$ cat config.mk
export PLATFORM = sky130hd
export DESIGN_NAME = noc_pkt_arbiter2to1
export DESIGN_NICKNAME = d
export VERILOG_FILES = /design/src/rtl/noc_pkt_arbiter2to1.sv
export SDC_FILE = /design/constraint.sdc
export NUM_CORES = 2
export LEC_CHECK = 0
export ABC_AREA = 1
export BUFFER_PORTS_ARGS = -buffer_cell sky130_fd_sc_hd__buf_2
export CAP_MARGIN = 10
export CORE_AREA = 2 2 697 699
export DETAILED_ROUTE_END_ITERATION = 8
export DIE_AREA = 0 0 699 701
export PLACE_DENSITY = 0.3
export SKIP_CTS_REPAIR_TIMING = 1
export SYNTH_ARGS = -nofsm -noshare
export SYNTH_HDL_FRONTEND = slang
export SYNTH_SLANG_ARGS = --single-unit
$ cat constraint.sdc
create_clock -name clk -period 56.4 [get_ports clk]
set_input_delay 2.82 -clock clk [delete_from_list [all_inputs] [get_ports clk]]
set_output_delay 2.82 -clock clk [all_outputs]
set_load 0.01 [all_outputs]
$ cat src/rtl/noc_pkt_arbiter2to1.sv
// Packet-atomic 2:1 NoC flit merge with round-robin between packets and a
// registered 2-entry output buffer feeding the router injection port.
module noc_pkt_arbiter2to1 #(
    parameter int NOC_WIDTH = 600,
    parameter int HEAD_POS  = NOC_WIDTH - 1,
    parameter int TAIL_POS  = NOC_WIDTH - 2
) (
    input  logic                 clk,
    input  logic                 reset,
    input  logic [NOC_WIDTH-1:0] i_data1_in,
    input  logic                 i_valid1_in,
    output logic                 i_ready1_out,
    input  logic [NOC_WIDTH-1:0] i_data2_in,
    input  logic                 i_valid2_in,
    output logic                 i_ready2_out,
    output logic [NOC_WIDTH-1:0] o_data_out,
    output logic                 o_valid_out,
    input  logic                 o_ready_in
);

    localparam logic [1:0] IDLE  = 2'd0;
    localparam logic [1:0] LOCK1 = 2'd1;
    localparam logic [1:0] LOCK2 = 2'd2;

    logic [1:0]           state;
    logic                 last_grant2;
    logic [1:0]           count;
    logic [NOC_WIDTH-1:0] buf_head;
    logic [NOC_WIDTH-1:0] buf_tail;

    logic                 space;
    logic                 pick2;
    logic                 acc1;
    logic                 acc2;
    logic                 push;
    logic                 pop;
    logic                 push_tail;
    logic [NOC_WIDTH-1:0] push_data;

    // Space comes from the registered count only, so o_ready_in never reaches the input readys.
    assign space = (count != 2'd2);

    always_comb begin
        pick2        = i_valid2_in && (!i_valid1_in || !last_grant2);
        i_ready1_out = 1'b0;
        i_ready2_out = 1'b0;
        if (!reset) begin
            case (state)
                LOCK1:   i_ready1_out = space;
                LOCK2:   i_ready2_out = space;
                default: begin
                    i_ready1_out = space && i_valid1_in && !pick2;
                    i_ready2_out = space && pick2;
                end
            endcase
        end
    end

    assign acc1      = i_valid1_in && i_ready1_out;
    assign acc2      = i_valid2_in && i_ready2_out;
    assign push      = acc1 || acc2;
    assign push_data = acc2 ? i_data2_in : i_data1_in;
    assign push_tail = push_data[TAIL_POS];
    assign pop       = o_valid_out && o_ready_in;

    always_ff @(posedge clk or posedge reset) begin
        if (reset) begin
            state       <= IDLE;
            last_grant2 <= 1'b1;
        end else begin
            case (state)
                IDLE: begin
                    if (push) begin
                        last_grant2 <= acc2;
                        if (!push_tail) begin
                            state <= acc2 ? LOCK2 : LOCK1;
                        end
                    end
                end
                LOCK1, LOCK2: begin
                    if (push && push_tail) begin
                        state <= IDLE;
                    end
                end
                default: state <= IDLE;
            endcase
        end
    end

    // Push and pop together only happens at count==1, where the new flit becomes the head.
    always_ff @(posedge clk or posedge reset) begin
        if (reset) begin
            count    <= 2'd0;
            buf_head <= '0;
            buf_tail <= '0;
        end else begin
            count <= count + {1'b0, push} - {1'b0, pop};
            if (push && !pop) begin
                if (count == 2'd0) begin
                    buf_head <= push_data;
                end else begin
                    buf_tail <= push_data;
                end
            end else if (!push && pop) begin
                buf_head <= buf_tail;
            end else if (push && pop) begin
                buf_head <= push_data;
            end
        end
    end

    assign o_valid_out = (count != 2'd0);
    assign o_data_out  = buf_head;

endmodule

; Yosys cells after proc, flatten, opt, wreduce, memory -nomap -nowiden
; Cells that the tools add are included.
[op_classes]
n_mux = 14
reduce_logical = 27
addsub = 2
eq_ne = 7
n_bitwise = 1
[op_table]
columns = operator, count
row1 = 2-to-1 mux 600 bit, 5
row2 = logical AND 1 bit, 11
row3 = 2-to-1 mux 2 bit, 4
row4 = "inequality test 2 bit, second input constant", 4
row5 = AND reduction 2 bit, 3
row6 = zero test 1 bit, 5
row7 = zero test 2 bit, 2
row8 = case mux 1 bit (2 select lines), 2
row9 = case mux 2 bit (2 select lines), 1
row10 = AND reduction 3 bit, 1
row11 = nonzero test 3 bit, 1
row12 = adder 2 x 1 -> 2 bit, 1
row13 = "equality test 2 x 1 -> 1 bit, second input constant", 1
row14 = "equality test 2 bit, second input constant", 1
row15 = logical OR 1 bit, 2
row16 = 2-to-1 mux 1 bit, 2
row17 = "inequality test 2 x 1 -> 1 bit, second input constant", 1
row18 = nonzero test 2 bit, 1
row19 = OR reduction 2 bit, 1
row20 = subtractor 2 x 1 -> 2 bit, 1
row21 = inverter 1 bit, 1
[word_totals]
regBits = 1205
input_bits = 1205
wordCells = 56

; Longest topological paths before layout
[logic_depth]
ltp_word = 13
depth_mapped = 18
mapped_depth_nobuf = 15

; Worst setup path after synthesis
; OpenSTA, ideal clock, no wires.
[synth_timing]
path_type = input-to-output
startpoint = input reset
endpoint = output i_ready2_out
arrival_ns = 32.294
n_path_buf = 1
path_stages = 6
slack_ns = 21.286
cell_sequence = inv_1 nand2_1 nor2_4 clkbuf_1 nand2_1 inv_1
[synth_between]
elab_chain_cells = 1
[synth_lines]
columns = element, line
row1 = "start, declared", 9  ; input logic reset,
row2 = 2-to-1 mux 1 bit, 47  ; if (!reset) begin
row3 = "end, declared", 15  ; output logic i_ready2_out,
; No other way between the ends.

; Worst setup path in the final report
[layout_timing]
startpoint = input i_valid2_in
endpoint = register buf_head[296] (netlist: o_data_out[296])
[layout_between]
elab_chain_cells = 11
[layout_lines]
columns = element, line
row1 = "start, declared", 14  ; input logic i_valid2_in,
row2 = logical AND 1 bit, 44  ; pick2 = i_valid2_in && (!i_valid1_in || !last_grant2);
row3 = zero test 1 bit, 52  ; i_ready1_out = space && i_valid1_in && !pick2;
row4 = logical AND 1 bit, 52
row5 = case mux 1 bit (2 select lines), 48  ; case (state)
row6 = 2-to-1 mux 1 bit, 47
row7 = logical AND 1 bit, 59  ; assign acc1 = i_valid1_in && i_ready1_out;
row8 = logical OR 1 bit, 61  ; assign push = acc1 || acc2;
row9 = zero test 1 bit, 104  ; end else if (!push && pop) begin
row10 = logical AND 1 bit, 104
row11 = nonzero test 3 bit (no source line) / 2-to-1 mux 600 bit (equally long branches), -
row12 = AND reduction 2 bit (no source line) / 2-to-1 mux 600 bit (equally long branches), -
row13 = "end signal, assigned", 100  ; buf_head <= push_data;
row14 = "end signal, assigned", 105  ; buf_head <= buf_tail;
row15 = "end signal, assigned", 107  ; buf_head <= push_data;
row16 = "end, declared", 28  ; logic [NOC_WIDTH-1:0] buf_head;
; Parallel ways exist; a longest one is shown, timed or not. The select of a mux whose other input is x is not followed.
; A chain may end at the register's enable or synchronous reset.

==> flow_summary.toml <==
[run_status]
outcome = "finished clean"

[layout]
layout-area-overhead-vs-synth_pct = 37.13
drive_gt1_frac = 0.2666
layout.nets = 9377
finish.instance_area_mm2 = 0.07966
final_common_cell = "buf_2"
final_cell_mix = "buf_2 (1806), nand2_1 (1222), dfrtp_1 (1204)"

[clocking]
cts_buffers = 176
cts.sinks = 1205
htreeDepth = 4
cts_buffer_depth = 4
clk_pin_slew_ns = 0.06
clockRootBuffer = "clkbuf_16"
clk_latency_ns = 0.87
cts_tree = "yes"

[placement]
place_congestion = 0.8795
dp_hpwl_mm = 310.5
port_buffers = 1807
pre_cts_ws_ns = 45.63
place_area_mm2 = 0.07346

[sta]
fin_worst_skew_ns = 0.05172
fmax_mhz = 100.4
fin_ws_ns = 46.44
setup_viol = 0
drv_slew = 0
worstMarginPinSlew_ns = 1.302
post-route-min-period_ns = 9.958
tns_ns = 0
grt_setup_unrepaired = "false"
slew_headroom = 0.1228
hold_viol = 0
timing.final.crit_share = 0.1766

[route]
num_vias = 60760
post_drt_wl_per_cell_um = 27.25
ant_nets = 0
drt-total-wl_mm = 403.6
drc = 0
dr.pass1.iters = 6
vias_per_cell = 4.102
drtIter0Drc = 4537

[global_routing]
first_global_vias = 60220
grt-ovfl-total = 0
grt_util_all_layers = 0.1575
grt_max_degree = 210
grt_pass1_wl_mm = 540.4
antenna_found_initial = 291

[critical_path]
path_max_fanout = 172
endpoint_kind = "flop"
crit_family = "buffers and inverters"
critPathBufInv = 11
required_ns = 57.11
crit_chain = "buf_8, buf_4, nand3_4, nand2_2, inv_1, ha_1, inv_1, nor2_1, inv_8, buf_12, buf_4, buf_4, buf_4, buf_4, buf_4, nand3_1, o21ai_0, o21ai_1"
cpPeakStageDelay_ns = 0.83
cp_slowest_cell = "buf_4"
cp-start-kind = "primary input"
crit_top_cell = "buf_4"
worstSetupPathType = "in -> reg"
arrival_ns = 10.67

[die]
io_pins = 1808
die_w_um = 699
initial_core_util = 0.1206
rows = 255
die_y_um = 701
dieArea_mm2 = 0.4900
core_mm2 = 0.4818

[run]
maxCapViolations = 0

[power_and_ir_drop]
vdd_drop_max_mv = 0.05585
power.leakage_nw = 39.45
powerDensity_mw_per_mm2 = 62.95

[synthesis]
syn_inst = 6734
ys_ff_latch = 1205
syn_area_mm2 = 0.05809
yosysSeqAreaShare = 0.5191
synth.net_count = 7945
synth_cell_type_count = 23
yosys_warnings = 0
avgSynthCellArea_um2 = 8.627

[min_path]
min_path_type = "reg -> reg"
==> power breakdown <==
group | leakage [nW] | internal, W | switching (W)
Combinational | 21.4 | 0.000640 | 0.00167
Sequential | 15.0 | 0.00127 | 0.000244
Clock | 2.97 | 0.000710 | 0.000474
Total | 39.5 | 0.00262 | 0.00239
==> metrics by stage <==
stage	std cells	total power (W)	utilization	hold WS (ns)
global placement	14410	0.003890	0.1525	0.4525
finish	14810	0.005015	0.1654	0.4667
CTS	14730	0.005128	0.1649	0.4715
global route	14780	0.005361	0.1652	0.4759
floorplan	6734	0.002669	-	0.4440
detailed placement	14410	0.003900	0.1525	0.4598
==> cell usage after synthesis <==
cell type | instances | share of area
o21ai_1 | 540 | 0.047
nor2_1 | 3 | 0.00019
nand2_2 | 3 | 0.00032
a21oi_1 | 600 | 0.052
dfrtp_1 | 1204 | 0.52
dfstp_2 | 1 | 0.00045
xnor2_1 | 2 | 0.00030
nand2_1 | 1223 | 0.079
o21ai_0 | 663 | 0.057
a21o_1 | 599 | 0.077
nor2_4 | 1 | 0.00019
ha_1 | 6 | 0.0013
nor2_2 | 1 | 0.00011
clkbuf_1 | 348 | 0.022
buf_1 | 91 | 0.0059
nand4_1 | 601 | 0.065
buf_2 | 206 | 0.018
inv_1 | 16 | 0.0010
buf_6 | 1 | 0.00019
buf_4 | 19 | 0.0025
inv_2 | 1 | 0.000065
a21oi_2 | 1 | 0.00015
nand3_1 | 604 | 0.052
==> sequential cells by signal, indices dropped and copies added (netlist names) <==
register	count
buf_tail	600
count	2
o_data_out	600
last_grant2	1
state	2
==> worst register-to-register path: cells and delay by family, from the launching register on <==
family | cells | cell delay (ns)
AOI/OAI and AO/OA | 2 | 0.22
DFF | 1 | 0.38
adders and majority gates | 2 | 0.55
buffers and inverters | 11 | 5.24
and+or+nand+nor | 5 | 1.55
==> final timing paths <==
| kind | depth (start not counted) | endpoint | from | slack, ns |
|---|---|---|---|---|
| worst max-delay path | 18 | o_data_out[296] | i_valid2_in | 46.44 |
| worst min-delay path | 1 | buf_tail[497] | buf_tail[497] | 0.47 |
| worst max register to register | 20 | o_data_out[296] | state[0] | 48.31 |
| worst min register to register | 1 | buf_tail[497] | buf_tail[497] | 0.47 |
| max in group asynchronous | 7 | o_data_out[409] | reset | 49.91 |
| min in group asynchronous | 2 | o_data_out[103] | reset | 1.93 |
==> layer usage <==
layer	vias up	global-route usage	routed length, um
met5	-	0	552
met4	90	0.06134	18340
met3	761	0.05773	36270
met2	2381	0.2547	184500
met1	30350	0.1894	163900
li1	27180	-	-
==> cell type report <==
type,count,area (um2)
tap,6425,8039
fill,54950,402100
multi-input combinational,4847,25080
sequential,1205,30160
timing repair buffer,1919,10110
inverter,17,78.83
clock inverter,61,810.8
antenna,86,215.2
clock buffer,252,5174
==> logic make-up (layout without fill, tap and decap cells) <==
family,count (synthesis),in the layout,synth area share
XOR/XNOR,2,2,0.0003016
other,0,86,0
AO/OA/AOI/OAI,2403,2403,0.2329
adder cells (fa/ha/maj),6,6,0.001292
flip-flops,1205,1205,0.5191
buffers and inverters,682,2249,0.04986
AND/OR/NAND/NOR,2436,2436,0.1966
(Power assumes the default switching activity.)
